**config.mk**
```make
export PLATFORM = sky130hd
export DESIGN_NAME = fetch_unit_flat
export DESIGN_NICKNAME = d
export VERILOG_FILES = /design/src/rtl/processor_pkg.sv /design/src/rtl/fetch_unit_if.sv /design/src/rtl/cond_eval.sv /design/src/rtl/fetch_unit.sv /design/src/flat_wrapper.sv
export SDC_FILE = /design/constraint.sdc
export NUM_CORES = 1
export LEC_CHECK = 0
export CORE_ASPECT_RATIO = 0.5
export CORE_UTILIZATION = 35
export CTS_BUF_LIST = sky130_fd_sc_hd__clkbuf_2
export DETAILED_ROUTE_END_ITERATION = 6
export PLACE_DENSITY = 0.69
export SYNTH_ARGS = -nofsm -noshare
export SYNTH_HDL_FRONTEND = slang
export SYNTH_HIERARCHICAL = 1
export SYNTH_SLANG_ARGS = --single-unit
```
**constraint.sdc**
```tcl
create_clock -name clk -period 2.7 [get_ports clk]
set_input_delay 0.27 -clock clk [delete_from_list [all_inputs] [get_ports clk]]
set_output_delay 0.27 -clock clk [all_outputs]
set_load 0.03 [all_outputs]
```
**src/rtl/processor_pkg.sv**
```systemverilog
// Shared processor definitions: the fetch FSM state type, the branch opcode
// and the ARM-style condition-code encodings.
package processor_pkg;

  typedef enum logic [1:0] {
    IDLE  = 2'd0,
    REQ   = 2'd1,
    ISSUE = 2'd2,
    HOLD  = 2'd3
  } fetch_state_e;

  localparam logic [3:0] OP_BRANCH = 4'b1010;

  localparam logic [3:0] CC_EQ = 4'h0;
  localparam logic [3:0] CC_NE = 4'h1;
  localparam logic [3:0] CC_CS = 4'h2;
  localparam logic [3:0] CC_CC = 4'h3;
  localparam logic [3:0] CC_MI = 4'h4;
  localparam logic [3:0] CC_PL = 4'h5;
  localparam logic [3:0] CC_VS = 4'h6;
  localparam logic [3:0] CC_VC = 4'h7;
  localparam logic [3:0] CC_HI = 4'h8;
  localparam logic [3:0] CC_LS = 4'h9;
  localparam logic [3:0] CC_GE = 4'ha;
  localparam logic [3:0] CC_LT = 4'hb;
  localparam logic [3:0] CC_GT = 4'hc;
  localparam logic [3:0] CC_LE = 4'hd;
  localparam logic [3:0] CC_AL = 4'he;
  localparam logic [3:0] CC_NV = 4'hf;

endpackage

```
**src/rtl/fetch_unit_if.sv**
```systemverilog
// Instruction-memory bus between the fetch unit (master) and RAM (slave).
//   fetch_req  : read request, held until acknowledged
//   pcinstruct : fetch address (zero-extended PC)
//   fetch_ack  : mem_rdata is valid this cycle
//   mem_rdata  : instruction word
interface fetch_unit_if;
  logic        fetch_req;
  logic [31:0] pcinstruct;
  logic        fetch_ack;
  logic [31:0] mem_rdata;

  modport master (output fetch_req, pcinstruct, input  fetch_ack, mem_rdata);
  modport slave  (input  fetch_req, pcinstruct, output fetch_ack, mem_rdata);
endinterface

```
**src/rtl/cond_eval.sv**
```systemverilog
// ARM condition-code evaluator.
//   cond  : condition field of the instruction
//   flags : {N,Z,C,V}
//   pass  : condition holds (AL always, NV never)
module cond_eval
  import processor_pkg::*;
(
  input  logic [3:0] cond,
  input  logic [3:0] flags,
  output logic       pass
);
  logic f_n, f_z, f_c, f_v;
  assign {f_n, f_z, f_c, f_v} = flags;

  always_comb begin
    pass = 1'b0;
    case (cond)
      CC_EQ:   pass = f_z;
      CC_NE:   pass = !f_z;
      CC_CS:   pass = f_c;
      CC_CC:   pass = !f_c;
      CC_MI:   pass = f_n;
      CC_PL:   pass = !f_n;
      CC_VS:   pass = f_v;
      CC_VC:   pass = !f_v;
      CC_HI:   pass = f_c && !f_z;
      CC_LS:   pass = !f_c || f_z;
      CC_GE:   pass = (f_n == f_v);
      CC_LT:   pass = (f_n != f_v);
      CC_GT:   pass = !f_z && (f_n == f_v);
      CC_LE:   pass = f_z || (f_n != f_v);
      CC_AL:   pass = 1'b1;
      default: pass = 1'b0;
    endcase
  end
endmodule

```
**src/rtl/fetch_unit.sv**
```systemverilog
// Instruction fetch unit: requests instruction words from RAM, presents each
// one to issue, evaluates its condition against the latched flags and
// advances or redirects the PC.
//   clk, reset       : clock, asynchronous active-low reset
//   enable           : run enable
//   stall            : memory controller busy, freezes issue
//   mem              : instruction bus (fetch_req/pcinstruct/fetch_ack/mem_rdata)
//   n, z, c, v       : ALU flags, captured when flag_we on a passing issue
//   fetch            : registered instruction word
//   instr_valid      : instruction valid for issue this cycle
//   exec_ok          : condition passed
//   flags            : latched {N,Z,C,V}
// Build option: define COND_EXEC_EN to enable conditional execution; without
// it exec_ok is tied high and every branch is taken.
//
// state | meaning
// IDLE  | not running, no request outstanding
// REQ   | fetch_req high, waiting for fetch_ack
// ISSUE | fetch holds a valid instruction, instr_valid high
// HOLD  | issue frozen by stall, waiting to re-issue the same word
module fetch_unit
  import processor_pkg::*;
#(
  parameter int                ADDR_W   = 8,
  parameter logic [ADDR_W-1:0] RESET_PC = '0
) (
  input  logic                clk,
  input  logic                reset,
  input  logic                enable,
  input  logic                stall,
  fetch_unit_if.master        mem,
  input  logic                n,
  input  logic                z,
  input  logic                c,
  input  logic                v,
  input  logic                flag_we,
  output logic [31:0]         fetch,
  output logic                instr_valid,
  output logic                exec_ok,
  output logic [3:0]          flags
);
  fetch_state_e      state_q;
  logic [ADDR_W-1:0] pc_q, pc_d;
  logic [31:0]       fetch_q;
  logic [3:0]        flags_q;
  logic              fetch_req_q;
  logic              instr_valid_q;
  logic              take_branch;
  logic [31:0]       pc_ext;

`ifdef COND_EXEC_EN
  cond_eval u_cond (
    .cond  (fetch_q[31:28]),
    .flags (flags_q),
    .pass  (exec_ok)
  );
`else
  assign exec_ok = 1'b1;
`endif

  // The low ADDR_W bits of the word are the signed offset; adding them modulo
  // 2^ADDR_W is the same as adding the sign-extended value.
  assign take_branch = (fetch_q[27:24] == OP_BRANCH) && exec_ok;
  assign pc_d = take_branch ? pc_q + ADDR_W'(1) + fetch_q[ADDR_W-1:0]
                            : pc_q + ADDR_W'(1);

  always_ff @(posedge clk or negedge reset) begin
    if (!reset) begin
      state_q       <= IDLE;
      pc_q          <= RESET_PC;
      fetch_q       <= '0;
      flags_q       <= '0;
      fetch_req_q   <= 1'b0;
      instr_valid_q <= 1'b0;
    end else begin
      if (flag_we && instr_valid_q && exec_ok) flags_q <= {n, z, c, v};
      case (state_q)
        IDLE: begin
          if (enable) begin
            state_q     <= REQ;
            fetch_req_q <= 1'b1;
          end
        end
        // An outstanding request always completes, even if enable drops.
        REQ: begin
          if (mem.fetch_ack) begin
            fetch_q       <= mem.mem_rdata;
            state_q       <= ISSUE;
            fetch_req_q   <= 1'b0;
            instr_valid_q <= 1'b1;
          end
        end
        ISSUE: begin
          instr_valid_q <= 1'b0;
          if (stall) begin
            state_q <= HOLD;
          end else begin
            pc_q <= pc_d;
            if (enable) begin
              state_q     <= REQ;
              fetch_req_q <= 1'b1;
            end else begin
              state_q <= IDLE;
            end
          end
        end
        HOLD: begin
          if (!stall) begin
            state_q       <= ISSUE;
            instr_valid_q <= 1'b1;
          end
        end
        default: begin
          state_q       <= IDLE;
          fetch_req_q   <= 1'b0;
          instr_valid_q <= 1'b0;
        end
      endcase
    end
  end

  always_comb begin
    pc_ext             = '0;
    pc_ext[ADDR_W-1:0] = pc_q;
  end

  assign mem.fetch_req  = fetch_req_q;
  assign mem.pcinstruct = pc_ext;
  assign fetch          = fetch_q;
  assign instr_valid    = instr_valid_q;
  assign flags          = flags_q;
endmodule

```
**src/flat_wrapper.sv**
```systemverilog
// flat-port wrapper written by rule: the top's interface ports become plain ports
module fetch_unit_flat import processor_pkg::*;
#(
  parameter int                ADDR_W   = 8,
  parameter logic [ADDR_W-1:0] RESET_PC = '0
)
  (clk, reset, enable, stall, n, z, c, v, flag_we, fetch, instr_valid, exec_ok, flags, mem_fetch_req, mem_pcinstruct, mem_fetch_ack, mem_mem_rdata);
  fetch_unit_if mem_i ();
  input  logic clk;
  input  logic reset;
  input  logic enable;
  input  logic stall;
  input  logic n;
  input  logic z;
  input  logic c;
  input  logic v;
  input  logic flag_we;
  output logic [31:0] fetch;
  output logic instr_valid;
  output logic exec_ok;
  output logic [3:0] flags;
  output wire logic [$bits(mem_i.fetch_req)-1:0] mem_fetch_req;
  output wire logic [$bits(mem_i.pcinstruct)-1:0] mem_pcinstruct;
  input wire logic [$bits(mem_i.fetch_ack)-1:0] mem_fetch_ack;
  input wire logic [$bits(mem_i.mem_rdata)-1:0] mem_mem_rdata;
  assign mem_fetch_req = mem_i.fetch_req;
  assign mem_pcinstruct = mem_i.pcinstruct;
  assign mem_i.fetch_ack = mem_fetch_ack;
  assign mem_i.mem_rdata = mem_mem_rdata;
  fetch_unit #(.ADDR_W(ADDR_W), .RESET_PC(RESET_PC)) u_core (.clk(clk), .reset(reset), .enable(enable), .stall(stall), .mem(mem_i), .n(n), .z(z), .c(c), .v(v), .flag_we(flag_we), .fetch(fetch), .instr_valid(instr_valid), .exec_ok(exec_ok), .flags(flags));
endmodule
```
# ---- Word level (Yosys, flattened, before mapping)
# Cells that the tools add are included.
dict set report totals {
  wordCells 40
  in_bits 42
  output_inout_bits 71
  ff_bits 48
}
dict set report classes {
  add_sub_neg 2
  reduce_logical 9
  bitwise 1
  n_eq_ne 8
  n_mux 14
}
# cell count
set ops {}
lappend ops {{$reduce_and A3 Y1} 3}
lappend ops {{$add A8 B1 Y8 const B} 1}
lappend ops {{$add A8 B8 Y8} 1}
lappend ops {{$mux W2} 4}
lappend ops {{$mux W8} 1}
lappend ops {{$ne A2 B2 Y1 const B} 4}
lappend ops {{$pmux W2 S4} 1}
lappend ops {{$mux W1} 6}
lappend ops {{$pmux W1 S3} 2}
lappend ops {{$reduce_bool A3 Y1} 2}
lappend ops {{$eq A2 B2 Y1 const B} 2}
lappend ops {{$eq A4 B4 Y1 const B} 1}
lappend ops {{$reduce_and A2 Y1} 2}
lappend ops {{$eq A2 B1 Y1 const B} 1}
lappend ops {{$logic_not A2 Y1} 1}
lappend ops {{$logic_and A1 B1 Y1} 1}
lappend ops {{$not A1 Y1} 1}

# ---- Depth between registers and ports, before layout
# Gate-level depths: netlist (run 1).
dict set report depth {
  word_depth 3
  mapped_depth 10
  mapped_depth_nobuf 10
}

# ---- Worst setup path after synthesis (run 1)
# OpenSTA, ideal clock, no wires.
dict set report synth_path {
  path_type {register to register}
  startpoint {register u_core.pc_q[2]}
  endpoint {register u_core.pc_q[7]}
  t_arrival_ps 2642
  synth_period_minus_slack_ps 2711
  stages_incl_launch_ff 10
  path_slack_ps -11
  n_path_buf 0
  path_cell_list {dfrtp_1 nand4_1 or2_2 xnor2_1 ha_1 nand2_1 o21a_1 o21a_1 or4_1 nand3_1}
}
dict set report synth_via {
  elab_chain_len 3
}
# element line_no
set synth_lines {}
lappend synth_lines {{start, declared} fetch_unit.sv:43} ;# logic [ADDR_W-1:0] pc_q, pc_d;
lappend synth_lines {{start signal, assigned} fetch_unit.sv:98} ;# pc_q <= pc_d;
lappend synth_lines {{$add A8 B1 Y8 (*)} {fetch_unit.sv:64, fetch_unit.sv:65}}
lappend synth_lines {{$add A8 B8 Y8} fetch_unit.sv:64} ;# assign pc_d = take_branch ? pc_q + ADDR_W'(1) + fetch_q[ADDR_W-1:0]
lappend synth_lines {{$mux W8 (*)} fetch_unit.sv:64}
# Mark *: on every way between the ends. The rest lies on a longest branch, timed or not.
# A chain may end at the register's enable or synchronous reset.

# ---- Worst setup path in the final report (run 1)
dict set report layout_path {
  startpoint {register u_core.pc_q[0]}
  endpoint {register u_core.pc_q[7]}
}
# Same word-level chain as after synthesis.

==> impl_metrics.ini, run 1 <==
[job]
cap_viol_max_count = 0

[final_layout]
drive_gt1_share_pct = 15.90
fin_area_um2 = 3555
fillCellCount = 619
fin_nets = 378
area_delta_synth_final_pct = 38.79
antenna_cells = 0
final_common_cell = clkdlybuf4s50_1
final_cell_mix = 86 x clkdlybuf4s50_1, 47 x dfrtp_1, 29 x mux2_2
stdcell_count = 419
final_core_util_pct = 51.64

[sta]
fin_crit_ps = 2573
period_share_pct = 95.29
setup_viol = 0
tightest_slew_ps = 776.3
skew_ps = 28.58
rsz0062_at_grt = false
slew_headroom_pct = 48.25
hold_viol = 0
report.final.slew_viol_count = 0
fmax_mhz = 388.7

[placement]
hpwl_um = 4470
placed_cells = 405
gp_congestion = 0.8101
placed_area_um2 = 3452
io_buffers = 87

[synth]
yosysTopAreaCell = dfrtp_1
avgSynthCellArea_um2 = 11.14
yosysSeqAreaShare_pct = 46.90
synth_top_area_share_pct = 46.90
yosys-top-cells-area = dfrtp_1 47%, mux2_2 13%, buf_4 7.3%
yosys_warnings = 6
synth-seq-cells = 48
netlist_area_um2 = 2561
yosys.cell_types.count = 43
postSynthCellCount = 230

[detailed_routing]
drt_wl_total_um = 5879
drcViolationCount = 0
via_per_inst = 4.857
drt_pass1_iterations = 4
drt_iter0_drc = 73
wl_per_cell_um = 14.03
vias = 2035
ant_nets = 0

[worst_setup_path]
cp.arrival_ps = 2960
cpMostUsedCell = ha_1
required_ps = 3090
crit_slowest_cell = or4_1
worstSetupPathType = flop to flop
start_kind = flop
slowest_delay_ps = 500
crit_chain = ha_1, nand3_2, nor2_1, xor2_1, ha_1, a21oi_2, o21a_1, nor3_1, or4_1, nand3_1
end_kind = flop
critPathMaxFanout = 4

[die]
start_util_pct = 37.20
core_area_um2 = 6884
die_h_um = 62.49
dieWidth_um = 123.0
fp-row-count = 21
dieArea_um2 = 7685
io_pins = 113

[cts]
numCtsBuffers = 5
clk_pin_slew_ps = 270
cts_tree = done
cts-root-buf = clkbuf_2
clock_sinks = 48
clock_latency_ps = 450
cts_buffer_depth = 2
h-tree-depth = 2

[min_path]
holdCritPathClass = input pin to asynchronous set/reset pin

[global_routing]
gr-total-overflow = 0
antenna_found_initial = 0
grt_usage_pct = 16.15
grt_pass1_vias = 1988
grt_max_degree = 33
grt_pass1_wl_um = 9597

[power_and_ir_drop]
p_per_area_nw_per_um2 = 1353
p_leak_uw = 0.001516
power_uw = 4810
ir_worst_vdd_v = 0.0004462

[status]
outcome = finished, final reports clean
==> layout make-up <==
type                       count  area [um2]  area share (%)
clock buffer                   5       25.02          0.7040
timing repair buffer          98       950.9           26.75
sequential                    48        1202           33.83
inverter                       6       22.52          0.6336
clock inverter                 3       18.77          0.5280
multi-input combinational    167        1220           34.32
tap                           92       115.1           3.238
==> synthesized netlist by cell type <==
cell type / instances
a211o_1: 1
a211oi_1: 1
a21boi_0: 1
a21o_1: 3
a21oi_1: 13
a22oi_1: 2
a31oi_1: 1
buf_1: 3
buf_2: 1
buf_4: 25
clkbuf_1: 3
conb_1: 2
dfrtp_1: 48
fa_1: 1
ha_1: 9
inv_1: 6
mux2_1: 7
mux2_2: 29
nand2_1: 13
nand3_1: 5
nand4_1: 2
nand4bb_1: 1
nor2_1: 9
nor3_1: 2
nor3b_1: 1
nor4_1: 2
nor4bb_1: 1
o2111a_1: 1
o2111ai_1: 1
o211a_1: 1
o211ai_1: 1
o21a_1: 2
o21ai_0: 12
o21ai_1: 1
o21bai_1: 1
o22a_1: 1
o22ai_1: 1
o311ai_0: 1
or2_2: 2
or3b_1: 1
or4_1: 2
xnor2_1: 6
xor2_1: 4
==> state kept, by name, indices dropped and copies added (netlist names) <==
| signal | count |
|---|---|
| u_core/mem.fetch_req | 1 |
| u_core/pc_q | 8 |
| u_core/flags | 4 |
| u_core/instr_valid | 1 |
| u_core/state_q | 2 |
| u_core/fetch | 32 |
==> per-layer routing <==
layer	track usage [%]	share of wire, %	up-vias
li1	-	-	954
met1	19.29	42	988
met2	27.95	50	83
met3	4.745	6.7	10
met4	4.970	1.2	0
met5	0	0	-
==> power by group <==
group / total [uW] / internal, uW / switching [uW]
sequential: 1370 / 1080 / 296
combinational: 3130 / 1440 / 1690
clock: 302 / 59.7 / 242
==> worst max-delay path: cells and delay by family, from the launching register on <==
kind                     cells  cell delay, ps
AO/OA/AOI/OAI                2             400
XOR/XNOR                     1             230
adder cells (fa/ha/maj)      2             510
flip-flops                   1             410
AND/OR/NAND/NOR              5             970
==> final timing paths <==
kind | end | slack (ps) | startpoint | cells after the start
setup reg to reg | u_core/pc_q[7] | 130 | u_core/pc_q[0] | 10
hold / removal | u_core/flags[2] | 290 | reset | 2
hold reg to reg | u_core/fetch[17] | 540 | u_core/fetch[17] | 1
max in group asynchronous | u_core/pc_q[5] | 1640 | reset | 3
setup / recovery | u_core/pc_q[7] | 130 | u_core/pc_q[0] | 10
min in group clk | u_core/fetch[17] | 380 | mem_mem_rdata[17] | 2
==> metrics by stage <==
step / hold slack (ps) / worst slack, ps / TNS, ps
3_3_place_gp: 289.1 / 167.3 / 0
2_1_floorplan: -25.59 / 4.153 / 0
4_1_cts: 274.6 / 52.00 / 0
5_1_grt: 301.8 / 3.968 / 0
3_5_place_dp: 298.8 / -4.813 / -4.813
6_report: 286.9 / 127.3 / 0
==> cells by family after synthesis <==
kind of cell / count (synthesis) / share of synthesized area [%]
DFF: 48 / 46.90
AOI/OAI and AO/OA: 45 / 10.99
adders and majority gates: 10 / 5.178
buffers and inverters: 38 / 9.282
muxes: 36 / 15.83
other: 2 / 0.2932
xor gates and xnor gates: 10 / 3.419
and+or+nand+nor: 41 / 8.109
==> timing repair <==
action,in CTS,in global routing
gates resized for setup,0,4
endpoints found under the setup margin,1,1
buffers inserted,2,3
pin swaps,0,3
hold buffers,1,0
hold endpoints to repair,23,0
Note: power is estimated with default switching activity, not from simulation.
==> run 2, diff against run 1 <==
- GPL_TIMING_DRIVEN: default -> 0
- PLACE_DENSITY: 0.69 -> 0.71
==> impl_metrics.ini, run 2 (synthesized netlist as in run 1, its figures left out) <==
[status]
outcome = finished, final reports clean

[final_layout]
final_cell_mix = 86 x clkdlybuf4s50_1, 47 x dfrtp_1, 29 x buf_4, 29 x mux2_2, 25 x conb_1
area_delta_synth_final_pct = 47.19
largest_reg_flops = 32
antenna_cells = 0
drive_gt1_share_pct = 21.19
final_common_cell = clkdlybuf4s50_1
fin_nets = 405
fin_area_um2 = 3770
final_core_util_pct = 54.76

[sta]
fin_crit_ps = 2601
fmax_mhz = 384.5
setup_viol = 0
skew_ps = 12.30
report.final.slew_viol_count = 0
hold_viol = 0
period_share_pct = 96.33
postLayoutSetupSlackWorst_ps = 99.17
tightest_slew_ps = 826.1
slew_headroom_pct = 44.81

[die]
io_pins = 113
dieWidth_um = 123.0
start_util_pct = 37.20
die_h_um = 62.49
fp-row-count = 21
dieArea_um2 = 7685
core_area_um2 = 6884

[detailed_routing]
drcViolationCount = 0
drt_pass1_iterations = 4
ant_nets = 0
vias = 2053
wl_per_cell_um = 13.50
drt_iter0_drc = 73
drt_wl_total_um = 6019
via_per_inst = 4.603

[worst_setup_path]
startpoint = u_core/pc_q[0]
start_kind = flop
crit_chain = buf_4, nand4_1, or2_2, xnor2_1, ha_1, nand2_1, o21a_2, o21a_1, or4_1, nand3_1
slowest_delay_ps = 470
r2r_setup_slack_ps = 100
required_ps = 3100
ff2ff_path_depth = 10
critPathMaxFanout = 5
cp.arrival_ps = 3000
end_kind = flop
reg2reg_to = u_core/pc_q[7]
crit_path_end = u_core/pc_q[7]
worstSetupPathType = flop to flop
crit_slowest_cell = or4_1
r2r-start = u_core/pc_q[0]

[global_routing]
grt_pass1_wl_um = 10260
antenna_found_initial = 0
grt_pass1_vias = 2140
grt_max_degree = 39
gr-total-overflow = 0
grt_usage_pct = 17.06

[power_and_ir_drop]
clockPowerShare_pct = 8.1
ir_worst_vdd_v = 0.0004588
p_per_area_nw_per_um2 = 1296
p_leak_uw = 0.001657
swShare_pct = 45.52
p_sw_uw = 2224
p_seq_share_pct = 28.0
p_comb_share_pct = 63.9
internal_power_uw = 2661

[cts]
cts-root-buf = clkbuf_2
cts_buffer_depth = 2
h-tree-depth = 2
cts_tree = done
numCtsBuffers = 5
clock_latency_ps = 430
clk_pin_slew_ps = 250
clock_sinks = 48

[job]
cap_viol_max_count = 0

[min_path]
holdCritPathClass = input pin to asynchronous set/reset pin

[placement]
hpwl_um = 4564
io_buffers = 87
placed_area_um2 = 3650
gp_congestion = 0.8228
pre_cts_ws_ps = -98.40
==> run 2: changes by cell type in the layout (fill, tap and decap cells not counted), moves of 2 or more <==
cell        previous run  this run
buf_4                 10        29
buf_1                  0         3
clkbuf_1               0         3
clkinvlp_4             2         0
==> run 2: power groups by stage <==
| stage | registers, uW | clock network [uW] | logic, uW |
|---|---|---|---|
| 2_1_floorplan | 2040 | 0 | 1280 |
| 3_3_place_gp | 1380 | 0 | 2930 |
| 3_5_place_dp | 1410 | 0 | 3010 |
| 4_1_cts | 1370 | 417 | 3070 |
| 5_1_grt | 1430 | 457 | 3320 |
| 6_report | 1370 | 396 | 3120 |
==> run 2: repair_timing <==
action / in CTS / in global routing
setup endpoints to repair: 1 / 1
endpoints found under the hold margin: 48 / 0
pin swaps: 1 / 1
resized for setup: 0 / 4
buffers inserted: 3 / 1
hold buffers: 1 / 0
==> run 2: cell type report <==
type / instances / area, um2
plain buffers: 32 / 215.2
repair buffers: 93 / 925.9
clock inverters: 3 / 42.54
well taps: 92 / 115.1
multi-input cells: 167 / 1221
flip-flops and latches: 48 / 1202
clock buffers: 5 / 25.02
fillers: 621 / 3114
inverters: 6 / 22.52
==> run 2: worst min-delay path by stage <==
stage	from	endpoint	slack, ps	cells past startpoint
6_report	reset	u_core/fetch[4]	190	2
5_1_grt	reset	u_core/fetch[4]	160	2
4_1_cts	reset	u_core/fetch[4]	170	2
3_5_place_dp	reset	u_core/fetch[4]	170	1
3_3_place_gp	u_core/fetch[17]	u_core/fetch[17]	470	1
2_1_floorplan	reset	u_core/fetch[0]	-30	0
==> run 2: through the flow <==
stage               power, uW  instances  TNS [ps]  hold slack (ps)
floorplan                3322        253         0           -25.59
global placement         4311        432    -158.1            473.5
detailed placement       4415        433    -98.40            168.2
CTS                      4860        445         0            168.1
global route             5210        446    -1.754            159.0
finish                   4885        446         0            194.9
==> run 2: critical path, delay by kind of cell (launching register included) <==
| family | cells | cell delay (ps) |
|---|---|---|
| flops | 1 | 420 |
| buf+inv | 1 | 140 |
| xor+xnor | 1 | 160 |
| compound gates | 2 | 440 |
| simple gates | 5 | 1090 |
| fa+ha+maj | 1 | 320 |
==> run 2: routing by layer <==
layer	wire length [um]	global-route usage (%)
met3	406	4.197
met1	2595	21.26
met4	49	5.572
met5	0	0
met2	2967	28.93
